$ cat config.mk
export PLATFORM = sky130hd
export DESIGN_NAME = reg_op_engine
export DESIGN_NICKNAME = d
export VERILOG_FILES = /design/src/rtl/reg_op_pkg.sv /design/src/rtl/reg_op_alu.sv /design/src/rtl/reg_op_engine.sv
export SDC_FILE = /design/constraint.sdc
export NUM_CORES = 1
export LEC_CHECK = 0
export ABC_AREA = 1
export CORE_MARGIN = 5
export CORE_UTILIZATION = 45
export DETAILED_ROUTE_END_ITERATION = 16
export PLACE_DENSITY = 0.82
export SLEW_MARGIN = 10
export SYNTH_ARGS = -nofsm -noshare
export SYNTH_HDL_FRONTEND = slang
export SYNTH_HIERARCHICAL = 1
export SYNTH_SLANG_ARGS = --single-unit
$ cat constraint.sdc
create_clock -name clk -period 1.55 [get_ports clk]
set_input_delay 0.155 -clock clk [delete_from_list [all_inputs] [get_ports clk]]
set_output_delay 0.155 -clock clk [all_outputs]
set_load 0.005 [all_outputs]
$ cat src/rtl/reg_op_pkg.sv
// Shared types and sizing for the register-operation engine: op encoding,
// FSM states and default widths.
package reg_op_pkg;

    localparam int DATA_W  = 8;
    localparam int ADDR_W  = 3;
    localparam int INSTR_W = 12;

    typedef enum logic [2:0] {
        OP_ADD = 3'd0,
        OP_SUB = 3'd1,
        OP_AND = 3'd2,
        OP_OR  = 3'd3,
        OP_XOR = 3'd4,
        OP_SHL = 3'd5,
        OP_SHR = 3'd6,
        OP_CMP = 3'd7
    } op_e;

    typedef enum logic [1:0] {
        ST_IDLE  = 2'd0,
        ST_READ  = 2'd1,
        ST_EXEC  = 2'd2,
        ST_WRITE = 2'd3
    } state_e;

    // CMP only updates flags; every other op writes its destination register.
    function automatic logic op_writes_rd(input op_e op);
        return (op != OP_CMP);
    endfunction

endpackage

$ cat src/rtl/reg_op_alu.sv
// Combinational ALU: result, carry/borrow and zero for one decoded op.
module reg_op_alu #(
    parameter int DATA_W = reg_op_pkg::DATA_W
) (
    input  reg_op_pkg::op_e    op,
    input  logic [DATA_W-1:0]  a,
    input  logic [DATA_W-1:0]  b,
    output logic [DATA_W-1:0]  result,
    output logic               carry,
    output logic               zero
);
    import reg_op_pkg::*;

    logic [DATA_W:0] ext;

    always_comb begin
        ext    = '0;
        result = '0;
        carry  = 1'b0;
        case (op)
            OP_ADD: begin
                ext    = {1'b0, a} + {1'b0, b};
                result = ext[DATA_W-1:0];
                carry  = ext[DATA_W];
            end
            // The top bit of the extended difference is the borrow (a < b).
            OP_SUB, OP_CMP: begin
                ext    = {1'b0, a} - {1'b0, b};
                result = ext[DATA_W-1:0];
                carry  = ext[DATA_W];
            end
            OP_AND: result = a & b;
            OP_OR:  result = a | b;
            OP_XOR: result = a ^ b;
            OP_SHL: begin
                result = {a[DATA_W-2:0], 1'b0};
                carry  = a[DATA_W-1];
            end
            OP_SHR: begin
                result = {1'b0, a[DATA_W-1:1]};
                carry  = a[0];
            end
            default: begin
                result = '0;
                carry  = 1'b0;
            end
        endcase
    end

    assign zero = (result == '0);

endmodule

$ cat src/rtl/reg_op_engine.sv
// Four-state register-operation engine: fetch two operands from an external
// register file, run them through the ALU and write back, one op per 4 cycles.
module reg_op_engine #(
    parameter int DATA_W = reg_op_pkg::DATA_W,
    parameter int ADDR_W = reg_op_pkg::ADDR_W
) (
    input  logic               clk,
    input  logic               rst,
    input  logic               instr_valid,
    input  logic [11:0]        instr,
    output logic               instr_ready,
    output logic [ADDR_W-1:0]  read_port_1,
    output logic [ADDR_W-1:0]  read_port_2,
    input  logic [DATA_W-1:0]  read_data_1,
    input  logic [DATA_W-1:0]  read_data_2,
    output logic [ADDR_W-1:0]  write_port_1,
    output logic [DATA_W-1:0]  write_data,
    output logic               write_enable,
    output logic               done,
    output logic               flag_z,
    output logic               flag_c
);
    import reg_op_pkg::*;

    state_e              state_q, state_d;
    logic [11:0]         instr_q, instr_d;
    logic [ADDR_W-1:0]   write_port_1_q, write_port_1_d;
    logic [DATA_W-1:0]   write_data_q, write_data_d;
    logic                write_enable_q, write_enable_d;
    logic                done_q, done_d;
    logic                flag_z_q, flag_z_d;
    logic                flag_c_q, flag_c_d;
    logic                next_z_q, next_z_d;
    logic                next_c_q, next_c_d;

    op_e                 op;
    logic [DATA_W-1:0]   alu_result;
    logic                alu_carry;
    logic                alu_zero;
    logic                ports_active;

    assign op = op_e'(instr_q[11:9]);

    reg_op_alu #(.DATA_W(DATA_W)) u_alu (
        .op     (op),
        .a      (read_data_1),
        .b      (read_data_2),
        .result (alu_result),
        .carry  (alu_carry),
        .zero   (alu_zero)
    );

    // Read addresses come straight from the latched instruction, so they are
    // valid for the whole of READ and EXEC and forced to zero elsewhere.
    assign ports_active = (state_q == ST_READ) || (state_q == ST_EXEC);
    assign read_port_1  = ports_active ? ADDR_W'(instr_q[5:3]) : '0;
    assign read_port_2  = ports_active ? ADDR_W'(instr_q[2:0]) : '0;

    assign instr_ready  = (state_q == ST_IDLE);
    assign write_port_1 = write_port_1_q;
    assign write_data   = write_data_q;
    assign write_enable = write_enable_q;
    assign done         = done_q;
    assign flag_z       = flag_z_q;
    assign flag_c       = flag_c_q;

    always_comb begin
        state_d        = state_q;
        instr_d        = instr_q;
        write_port_1_d = write_port_1_q;
        write_data_d   = write_data_q;
        write_enable_d = 1'b0;
        done_d         = 1'b0;
        flag_z_d       = flag_z_q;
        flag_c_d       = flag_c_q;
        next_z_d       = next_z_q;
        next_c_d       = next_c_q;
        case (state_q)
            ST_IDLE: begin
                if (instr_valid) begin
                    instr_d = instr;
                    state_d = ST_READ;
                end
            end
            ST_READ: begin
                state_d = ST_EXEC;
            end
            // Operands arrive here, one cycle after the addresses were issued.
            ST_EXEC: begin
                write_data_d   = alu_result;
                write_port_1_d = ADDR_W'(instr_q[8:6]);
                write_enable_d = op_writes_rd(op);
                done_d         = 1'b1;
                next_z_d       = alu_zero;
                next_c_d       = alu_carry;
                state_d        = ST_WRITE;
            end
            ST_WRITE: begin
                flag_z_d = next_z_q;
                flag_c_d = next_c_q;
                state_d  = ST_IDLE;
            end
            default: begin
                state_d = ST_IDLE;
            end
        endcase
    end

    always_ff @(posedge clk) begin
        if (rst) begin
            state_q        <= ST_IDLE;
            instr_q        <= '0;
            write_port_1_q <= '0;
            write_data_q   <= '0;
            write_enable_q <= 1'b0;
            done_q         <= 1'b0;
            flag_z_q       <= 1'b0;
            flag_c_q       <= 1'b0;
            next_z_q       <= 1'b0;
            next_c_q       <= 1'b0;
        end else begin
            state_q        <= state_d;
            instr_q        <= instr_d;
            write_port_1_q <= write_port_1_d;
            write_data_q   <= write_data_d;
            write_enable_q <= write_enable_d;
            done_q         <= done_d;
            flag_z_q       <= flag_z_d;
            flag_c_q       <= flag_c_d;
            next_z_q       <= next_z_d;
            next_c_q       <= next_c_d;
        end
    end

endmodule
==> impl_metrics.env, run 1 <==
export IMPL_drt_initial_drc_count=128
export IMPL_die_h_um=86.1
export IMPL_min_path_type="input pin to flop"
export IMPL_reg2reg_from="instr_q[10]"
export IMPL_first_pass_iters=5
export IMPL_dp_final_hpwl_mm=6.74
export IMPL_yosys_mux_area_fraction=0
export IMPL_synth_most_common_cell="nand2_1"
export IMPL_grt_pass1_wl_mm=14.8
export IMPL_antenna_found_initial=0
export IMPL_synth_edff_count=0
export IMPL_crit_arrival_ns=1.77
export IMPL_ys_seq_elements=31
export IMPL_synthCells=396
export IMPL_cp_max_fo=7
export IMPL_routed_wl_mm=9.10
export IMPL_die_w_um=86.1
export IMPL_start_util=0.468
export IMPL_min_period_ns=1.59
export IMPL_numPortBuffers=52
export IMPL_fin_ws_ns=-0.0433
export IMPL_synthArstFlopShare=0
export IMPL_ys_types=32
export IMPL_p_per_area_mw_per_mm2=1090
export IMPL_regArea_um2=629
export IMPL_synth_top_family_by_area="simple AND/OR/NAND/NOR gates"
export IMPL_core_area_mm2=0.00557
export IMPL_synth_top_area_cell="dfxtp_1"
export IMPL_synth_xor_area_share=0.0101
export IMPL_min_path_cells=3
export IMPL_slowest_delay_ns=0.35
export IMPL_vias=3146
export IMPL_clkLatencyLatePin_ns=0.28
export IMPL_drtAntennaViolNets=0
export IMPL_slowest_stage="dfxtp_2"
export IMPL_worstHoldEndpoint="instr_q[4]"
export IMPL_clock_fmax_mhz=628
export IMPL_synth_commonest_cells="nand2_1 (82), inv_1 (56), nor2_1 (52)"
export IMPL_p_leak_nw=2.05
export IMPL_synthSimpleGateAreaFrac=0.348
export IMPL_multi_input_area_mm2=0.00202
export IMPL_drive_gt1_frac=0.406
export IMPL_grt_pass1_vias=3164
export IMPL_gr_total_overflow=0
export IMPL_clk_pin_slew_ns=0.07
export IMPL_synth_area_mm2=0.00261
export IMPL_maxCapViolCount=0
export IMPL_hold_violations=0
export IMPL_cp_cell_sequence="buf_6, inv_4, nand2_4, nand2_4, nor2_4, nand3_2, nand4_4, nor2_2, nand2_1, nor2_1, nor2_1, nor2_1"
export IMPL_r2r_end="next_z_q"
export IMPL_ir_drop_uv=949
export IMPL_maxSlewViolCount=0
export IMPL_cp_common_cell="nor2_1"
export IMPL_pin_count=53
export IMPL_syn_avg_cell_area_um2=6.58
export IMPL_synth_seq_area_share=0.238
export IMPL_relSlewSlack=0.706
export IMPL_reg2regPathDepth=12
export IMPL_clock_skew_ns=0.00806
export IMPL_cts_root_buffer="clkbuf_8"
export IMPL_worst_pin_slew_ns=0.441
export IMPL_worstPathRequired_ns=1.73
export IMPL_path_class="flop to flop"
export IMPL_h_tree_depth=2
export IMPL_clock_sinks=31
export IMPL_via_per_inst=5.23
export IMPL_rsz0062_at_grt="yes"
export IMPL_cts_tree="built"
export IMPL_n_fill_cell=424
export IMPL_clk_path_buf_depth=2
export IMPL_grt_usage=0.248
export IMPL_status="complete, but fails checks"
export IMPL_syn_nets=458
export IMPL_area_delta_synth_final_pct=60.7
export IMPL_wl_per_cell_um=15.1
export IMPL_drc=0
export IMPL_synth_yosys_warnings=6
export IMPL_die_area_mm2=0.00742
export IMPL_grt_max_degree=19
export IMPL_synth_fa_ha_area_frac=0.155
export IMPL_violations="negative setup slack"
export IMPL_hp_start="instr[4]"
export IMPL_fin_crit_sh=1.03
export IMPL_endpoint_kind="flop"
export IMPL_synth_area_leaders="dfxtp_1 (24%), ha_1 (14%), nand2_1 (12%)"
export IMPL_antenna_cells=0
export IMPL_place_gp_congestion=0.993
export IMPL_setup_viol_count_final=1
export IMPL_post_route_util=0.752
export IMPL_cts_buffers=5
export IMPL_synth_compound_area_frac=0.121
export IMPL_ys_flop_type="dfxtp_1"
export IMPL_fp_row_count=27
export IMPL_layout_nets=590
export IMPL_yosysTopAreaCellShare=0.238
export IMPL_startpoint_type="flop"
export IMPL_hold_ws_ns=0.433
export IMPL_r2r_setup_slack_ns=-0.04
## how the worst max path moves through the flow
stage / slack (ns) / endpoint / startpoint / cells past startpoint
global route: -0.14 / next_z_q / instr_q[10] / 12
finish: -0.04 / next_z_q / instr_q[10] / 12
detailed placement: -0.80 / next_z_q / read_data_2[2] / 17
CTS: -0.05 / next_z_q / instr_q[11] / 12
floorplan: 0.001 / next_z_q / read_data_2[2] / 18
global placement: -0.75 / next_z_q / read_data_1[0] / 15
## where the power goes
group | internal, mW | switching (mW)
clock network | 0.313 | 0.310
logic | 1.40 | 1.40
registers | 1.02 | 0.127
## final cells by class
cell class / count / area share
Multi-Input combinational cell: 289 / 0.481
Timing Repair Buffer: 136 / 0.267
Sequential cell: 31 / 0.150
Inverter: 65 / 0.0600
Tap cell: 72 / 0.0215
Clock buffer: 6 / 0.0173
Clock inverter: 2 / 0.00299
## metal layers
metal | track usage | vias to the layer above | part of all wire
met4 | 0.0748 | 0 | 0.025
met1 | 0.284 | 1464 | 0.40
met3 | 0.0375 | 24 | 0.056
met2 | 0.467 | 125 | 0.52
met5 | 0 | - | 0
li1 | - | 1533 | -
## worst max-delay path, delay by kind of cell, from the launching register on
kind	cells	cell delay [ns]
simple gates	10	1.00
buf+inv	2	0.13
flops	1	0.35
## registers in the layout (all words and copies together) (netlist names)
signal	count
write_port_1	3
state_q	2
flag_z	1
flag_c	1
next_c_q	1
next_z_q	1
instr_q	12
write_data	8
write_enable	1
done	1
## cell usage in the layout (no fill, tap or decap), types with 5 or more instances in the layout
master and instances:
nand2_1 73, buf_4 78, nor2_1 46, clkbuf_2 14, clkbuf_8 5, ha_1 15
nand3_2 18, o21ai_1 5, nor2_2 6, o21ai_0 12, dfxtp_1 26, nand2_2 10
a21oi_1 14, buf_6 5, nor2_4 5, nand4_1 6, nand3_1 27, inv_1 35
ha_4 10, a21oi_2 5, clkdlybuf4s50_1 29, inv_2 27, o22ai_1 8
## per-stage QoR
stage               TNS [ns]  total power [mW]  worst slack (ns)  std cells  instance area (um^2)
floorplan                  0              2.38          0.000973        396                  2640
global placement       -6.05              3.47            -0.752        583                  3740
detailed placement     -6.35              3.52            -0.798        583                  3740
CTS                  -0.0495              4.34           -0.0495        596                  4020
global route          -0.291              4.91            -0.139        601                  4190
finish               -0.0433              4.58           -0.0433        601                  4190
## cell families after synthesis
family	Yosys count
simple gates	202
buf+inv	76
fa+ha+maj	31
xor+xnor	3
flops	31
compound gates	53
## what timing repair did
action,in CTS,in global routing
gates resized for setup,79,76
buffers inserted,5,6
hold buffers,0,0
setup endpoints to repair,16,15
pin swaps,20,35
No activity file was read; power rests on OpenSTA's default activity.
==> run 2, diff against run 1 <==
--- a/config.mk
+++ b/config.mk
@@ -9,7 +9,7 @@
 export CORE_MARGIN = 5
 export CORE_UTILIZATION = 45
 export DETAILED_ROUTE_END_ITERATION = 16
-export PLACE_DENSITY = 0.82
+export PLACE_DENSITY = 0.79
 export SLEW_MARGIN = 10
 export SYNTH_ARGS = -nofsm -noshare
 export SYNTH_HDL_FRONTEND = slang
==> constraint.sdc (replaced) <==
create_clock -name clk -period 1.8 [get_ports clk]
set_input_delay 0.18 -clock clk [delete_from_list [all_inputs] [get_ports clk]]
set_output_delay 0.18 -clock clk [all_outputs]
set_load 0.005 [all_outputs]
==> run 2 against run 1 <==
Compared with the run above:
- the flow now finishes without violations
- critical path depth decreased by 1
- final area decreased by 4.3%
- sequential share of layout area up 0.68 points
- non-clock buffer count fell by 14
- clock skew shrank 0.00097 ns
- critical path type is now input pin to flop
- largest cell class unchanged
- largest power group unchanged
- highest routed layer unchanged
==> impl_metrics.env, run 2 (synthesis results as in run 1) <==
export IMPL_p_leak_nw=2.06
export IMPL_p_total_mw=3.86
export IMPL_pin_count=53
export IMPL_maxCapViolCount=0
export IMPL_cts_tree="built"
export IMPL_p_per_area_mw_per_mm2=964
export IMPL_clock_sinks=31
export IMPL_grt_max_degree=19
export IMPL_ir_drop_uv=770
export IMPL_maxSlewViolCount=0
export IMPL_path_buf_inv=1
export IMPL_fin_crit_sh=0.972
export IMPL_rsz0062_at_grt="yes"
export IMPL_place_gp_congestion=0.926
export IMPL_core_area_mm2=0.00557
export IMPL_fin_cells=587
export IMPL_hold_violations=0
export IMPL_fp_row_count=27
export IMPL_dp_slack_ns=-0.610
export IMPL_worst_pin_slew_ns=0.392
export IMPL_clock_skew_ns=0.00709
export IMPL_first_pass_iters=5
export IMPL_clkLatencyLatePin_ns=0.29
export IMPL_layout_nets=576
export IMPL_area_delta_synth_final_pct=53.7
export IMPL_setup_viol_count_final=0
export IMPL_largest_reg_flops=12
export IMPL_slowest_stage="fa_2"
export IMPL_clk_path_buf_depth=2
export IMPL_fin_ws_ns=0.0509
export IMPL_cp_cell_sequence="dlygate4sd2_1, ha_1, fa_2, nand3_1, nand3_1, nand2_2, nand3_1, o211ai_1, nand4_1, nor2_1, nor2_1"
export IMPL_slowest_delay_ns=0.39
export IMPL_die_area_mm2=0.00742
export IMPL_drive_gt1_frac=0.326
export IMPL_clock_fmax_mhz=572
export IMPL_n_fill_cell=453
export IMPL_h_tree_depth=2
export IMPL_relSlewSlack=0.738
export IMPL_start_util=0.468
export IMPL_grt_pass1_wl_mm=13.7
export IMPL_grt_usage=0.232
export IMPL_min_period_ns=1.75
export IMPL_worstPathRequired_ns=1.98
export IMPL_place_inst=569
export IMPL_cts_buffers=5
export IMPL_startpoint_type="input pin"
export IMPL_cp_max_fo=3
export IMPL_drt_initial_drc_count=238
export IMPL_vias=3068
export IMPL_hold_ws_ns=0.398
export IMPL_endpoint_kind="flop"
export IMPL_die_w_um=86.1
export IMPL_die_h_um=86.1
export IMPL_mostFrequentLayoutCell="nand2_1"
export IMPL_routed_wl_mm=8.61
export IMPL_cts_root_buffer="clkbuf_8"
export IMPL_dp_final_hpwl_mm=6.14
export IMPL_drtAntennaViolNets=0
export IMPL_numPortBuffers=52
export IMPL_layout_common_cells="nand2_1 (76), buf_4 (68), nor2_1 (46)"
export IMPL_drc=0
export IMPL_placed_area_mm2=0.00358
export IMPL_critPathTopFamily="simple AND/OR/NAND/NOR gates"
export IMPL_setup_tns_ns=0
export IMPL_grt_pass1_vias=3039
export IMPL_crit_arrival_ns=1.93
export IMPL_clk_pin_slew_ns=0.06
export IMPL_wl_per_cell_um=14.7
export IMPL_antenna_found_initial=0
export IMPL_gr_total_overflow=0
export IMPL_antenna_cells=0
export IMPL_via_per_inst=5.23
export IMPL_cp_common_cell="nand3_1"
export IMPL_cts_hold_buf=0
export IMPL_status="finished clean"
export IMPL_post_route_util=0.719
export IMPL_top_register="instr_q"
export IMPL_fin_area_mm2=0.00401
export IMPL_min_path_type="input pin to flop"
export IMPL_path_class="input pin to flop"
==> run 2: changes by cell type in the layout (fill, tap and decap cells not counted), moves of 4 or more <==
cell	delta
clkbuf_2	-13
buf_4	-10
nand3_1	+8
nand3_2	-7
dlygate4sd2_1	+5
dlymetal6s2s_1	+6
inv_1	+4
==> run 2: timing repair <==
item                       CTS  global route
gates resized for setup     53            44
setup endpoints to repair   14            10
buffers inserted             5             5
pin swaps                   10            13
==> run 2: worst paths after layout <==
| check | from | end | slack, ns | cells past startpoint |
|---|---|---|---|---|
| max | read_data_2[0] | next_c_q | 0.05 | 11 |
| min | read_data_1[0] | next_c_q | 0.40 | 5 |
| max reg2reg | instr_q[10] | next_z_q | 0.13 | 10 |
| min reg2reg | instr_q[1] | instr_q[1] | 0.47 | 2 |
==> run 2: metal layers <==
layer,track usage,vias up,wire [um]
li1,-,1508,-
met1,0.278,1397,3490
met2,0.392,130,4150
met3,0.0538,33,675
met4,0.102,0,293
met5,0,-,0
==> run 2: tightest hold or removal path, cell delays in order <==
cell and delay, ns:
clkbuf_2 0.11, nand2_1 0.07, nand4_1 0.13, nor2_1 0.06
nor2_1 0.09
==> run 2: final cells by class <==
class                           instances  area (um^2)  share of cell area
Sequential cell                        31          629               0.157
Clock inverter                          2         35.0             0.00874
Clock buffer                            6         82.6              0.0206
Tap cell                               72         90.1              0.0225
Timing Repair Buffer                  122         1060               0.264
Inverter                               65          246              0.0615
Multi-Input combinational cell        289         1870               0.466
==> run 2: power breakdown <==
group	switching [mW]	leakage [nW]	total, mW	internal (mW)
clock network	0.265	0.0612	0.712	0.447
registers	0.121	0.256	1.00	0.883
logic	1.09	1.75	2.15	1.05
total	1.48	2.06	3.86	2.38
==> run 3, diff against run 2 <==
--- a/config.mk
+++ b/config.mk
@@ -10,6 +10,7 @@
 export CORE_UTILIZATION = 45
 export DETAILED_ROUTE_END_ITERATION = 16
 export PLACE_DENSITY = 0.79
+export SKIP_CTS_REPAIR_TIMING = 1
 export SLEW_MARGIN = 10
 export SYNTH_ARGS = -nofsm -noshare
 export SYNTH_HDL_FRONTEND = slang
==> run 3 against run 2 <==
Compared with the run above:
- clock skew up 0.00077 ns
- setup slack better by 0.044 ns
- via count down 1.5%
- routed wire length decreased by 1.4%
- utilization decreased by 0.63 points
- count of clock-buffer cells in the layout is the same
- flip-flop and latch count did not move
- power shrank 1.4%
- cell count fell by 1.0%
- die area did not move
- clock power shrank 1%
==> impl_metrics.env, run 3 (synthesis results as in run 1) <==
export IMPL_relSlewSlack=0.737
export IMPL_grt_usage=0.220
export IMPL_clock_fmax_mhz=587
export IMPL_numPortBuffers=52
export IMPL_core_area_mm2=0.00557
export IMPL_path_buf_inv=3
export IMPL_clkLatencyLatePin_ns=0.29
export IMPL_fin_area_mm2=0.00397
export IMPL_cp_max_fo=4
export IMPL_grt_max_degree=19
export IMPL_status="finished clean"
export IMPL_vias=3022
export IMPL_clk_pin_slew_ns=0.06
export IMPL_placed_area_mm2=0.00358
export IMPL_p_leak_nw=2.13
export IMPL_clock_skew_ns=0.00785
export IMPL_min_path_type="input pin to flop"
export IMPL_routed_wl_mm=8.49
export IMPL_setup_viol_count_final=0
export IMPL_slowest_stage="clkdlybuf4s50_1"
export IMPL_layout_common_cells="nand2_1 (76), buf_4 (61), nor2_1 (47)"
export IMPL_startpoint_type="flop"
export IMPL_fp_row_count=27
export IMPL_cts_root_buffer="clkbuf_8"
export IMPL_post_route_util=0.713
export IMPL_via_per_inst=5.20
export IMPL_pin_count=53
export IMPL_h_tree_depth=2
export IMPL_largest_reg_flops=12
export IMPL_endpoint_kind="output port"
export IMPL_cp_cell_sequence="inv_1, buf_4, ha_1, clkdlybuf4s50_1"
export IMPL_wl_per_cell_um=14.6
export IMPL_worst_pin_slew_ns=0.394
export IMPL_fin_ws_ns=0.0953
export IMPL_min_period_ns=1.70
export IMPL_p_per_area_mw_per_mm2=959
export IMPL_drt_initial_drc_count=244
export IMPL_antenna_cells=0
export IMPL_layout_nets=570
export IMPL_antenna_found_initial=0
export IMPL_worstPathRequired_ns=1.62
export IMPL_hold_violations=0
export IMPL_start_util=0.468
export IMPL_cts_buffers=5
export IMPL_critPathTopFamily="buffers and inverters"
export IMPL_slowest_delay_ns=0.50
export IMPL_clk_path_buf_depth=2
export IMPL_dp_final_hpwl_mm=6.14
export IMPL_cts_tree="built"
export IMPL_clock_sinks=31
export IMPL_drtAntennaViolNets=0
export IMPL_grt_pass1_wl_mm=13.1
export IMPL_drive_gt1_frac=0.303
export IMPL_fin_crit_sh=0.947
export IMPL_ir_drop_uv=761
export IMPL_rsz0062_at_grt="yes"
export IMPL_dp_slack_ns=-0.610
export IMPL_grt_pass1_vias=2908
export IMPL_die_w_um=86.1
export IMPL_mostFrequentLayoutCell="nand2_1"
export IMPL_die_area_mm2=0.00742
export IMPL_top_register="instr_q"
export IMPL_first_pass_iters=5
export IMPL_area_delta_synth_final_pct=52.4
export IMPL_crit_arrival_ns=1.52
export IMPL_place_gp_congestion=0.926
export IMPL_drc=0
export IMPL_path_class="flop to output port"
export IMPL_r2r_setup_slack_ns=0.12
export IMPL_die_h_um=86.1
export IMPL_maxCapViolCount=0
export IMPL_maxSlewViolCount=0
export IMPL_gr_total_overflow=0
## run 3: cell types whose count changed in the layout (fill, tap and decap cells not counted), sizes merged
cell / before / now
dlymetal6s2s: 8 / 19
dlygate4sd2: 9 / 0
buf: 70 / 64
clkdlybuf4s15: 2 / 0
## run 3: worst paths after layout
kind	startpoint	end	cells after the start
worst max-delay path	state_q[0]	instr_ready	4
worst min register to register	instr_q[1]	instr_q[1]	2
worst max register to register	instr_q[10]	next_z_q	10
worst min-delay path	read_data_1[0]	next_c_q	5
## run 3: worst min-delay path, delay by kind of cell
family	cells	cell delay, ns
buffers and inverters	1	0.11
and+or+nand+nor	4	0.36
## run 3: power breakdown
group	total, mW	switching, mW	internal, mW
logic	2.09	1.07	1.02
registers	1.01	0.125	0.886
clock network	0.704	0.257	0.447
## run 3: area by class of cell
type                    instances  area (um^2)
clock buffers                   6         82.6
clock inverters                 2         35.0
fillers                       454         1600
inverters                      65          246
multi-input cells             289         1840
flip-flops and latches         31          629
well taps                      72         90.1
repair buffers                116         1050
## run 3: routing by layer
metal | GRT usage | routed length (um) | share of wire
met1 | 0.264 | 3600 | 0.42
met2 | 0.375 | 4120 | 0.48
met3 | 0.0471 | 518 | 0.061
met4 | 0.0978 | 254 | 0.030
met5 | 0 | 0 | 0
## run 3: per-stage QoR
stage                     TNS (ns)  cells  total power, mW  hold slack [ns]
after floorplan                  0    396             2.04            0.242
after global placement       -3.88    569             2.81            0.449
after detailed placement     -4.29    569             2.85            0.463
after CTS                    -3.20    577             3.58            0.451
after global routing       -0.0501    581             4.08            0.410
final                            0    581             3.81            0.412
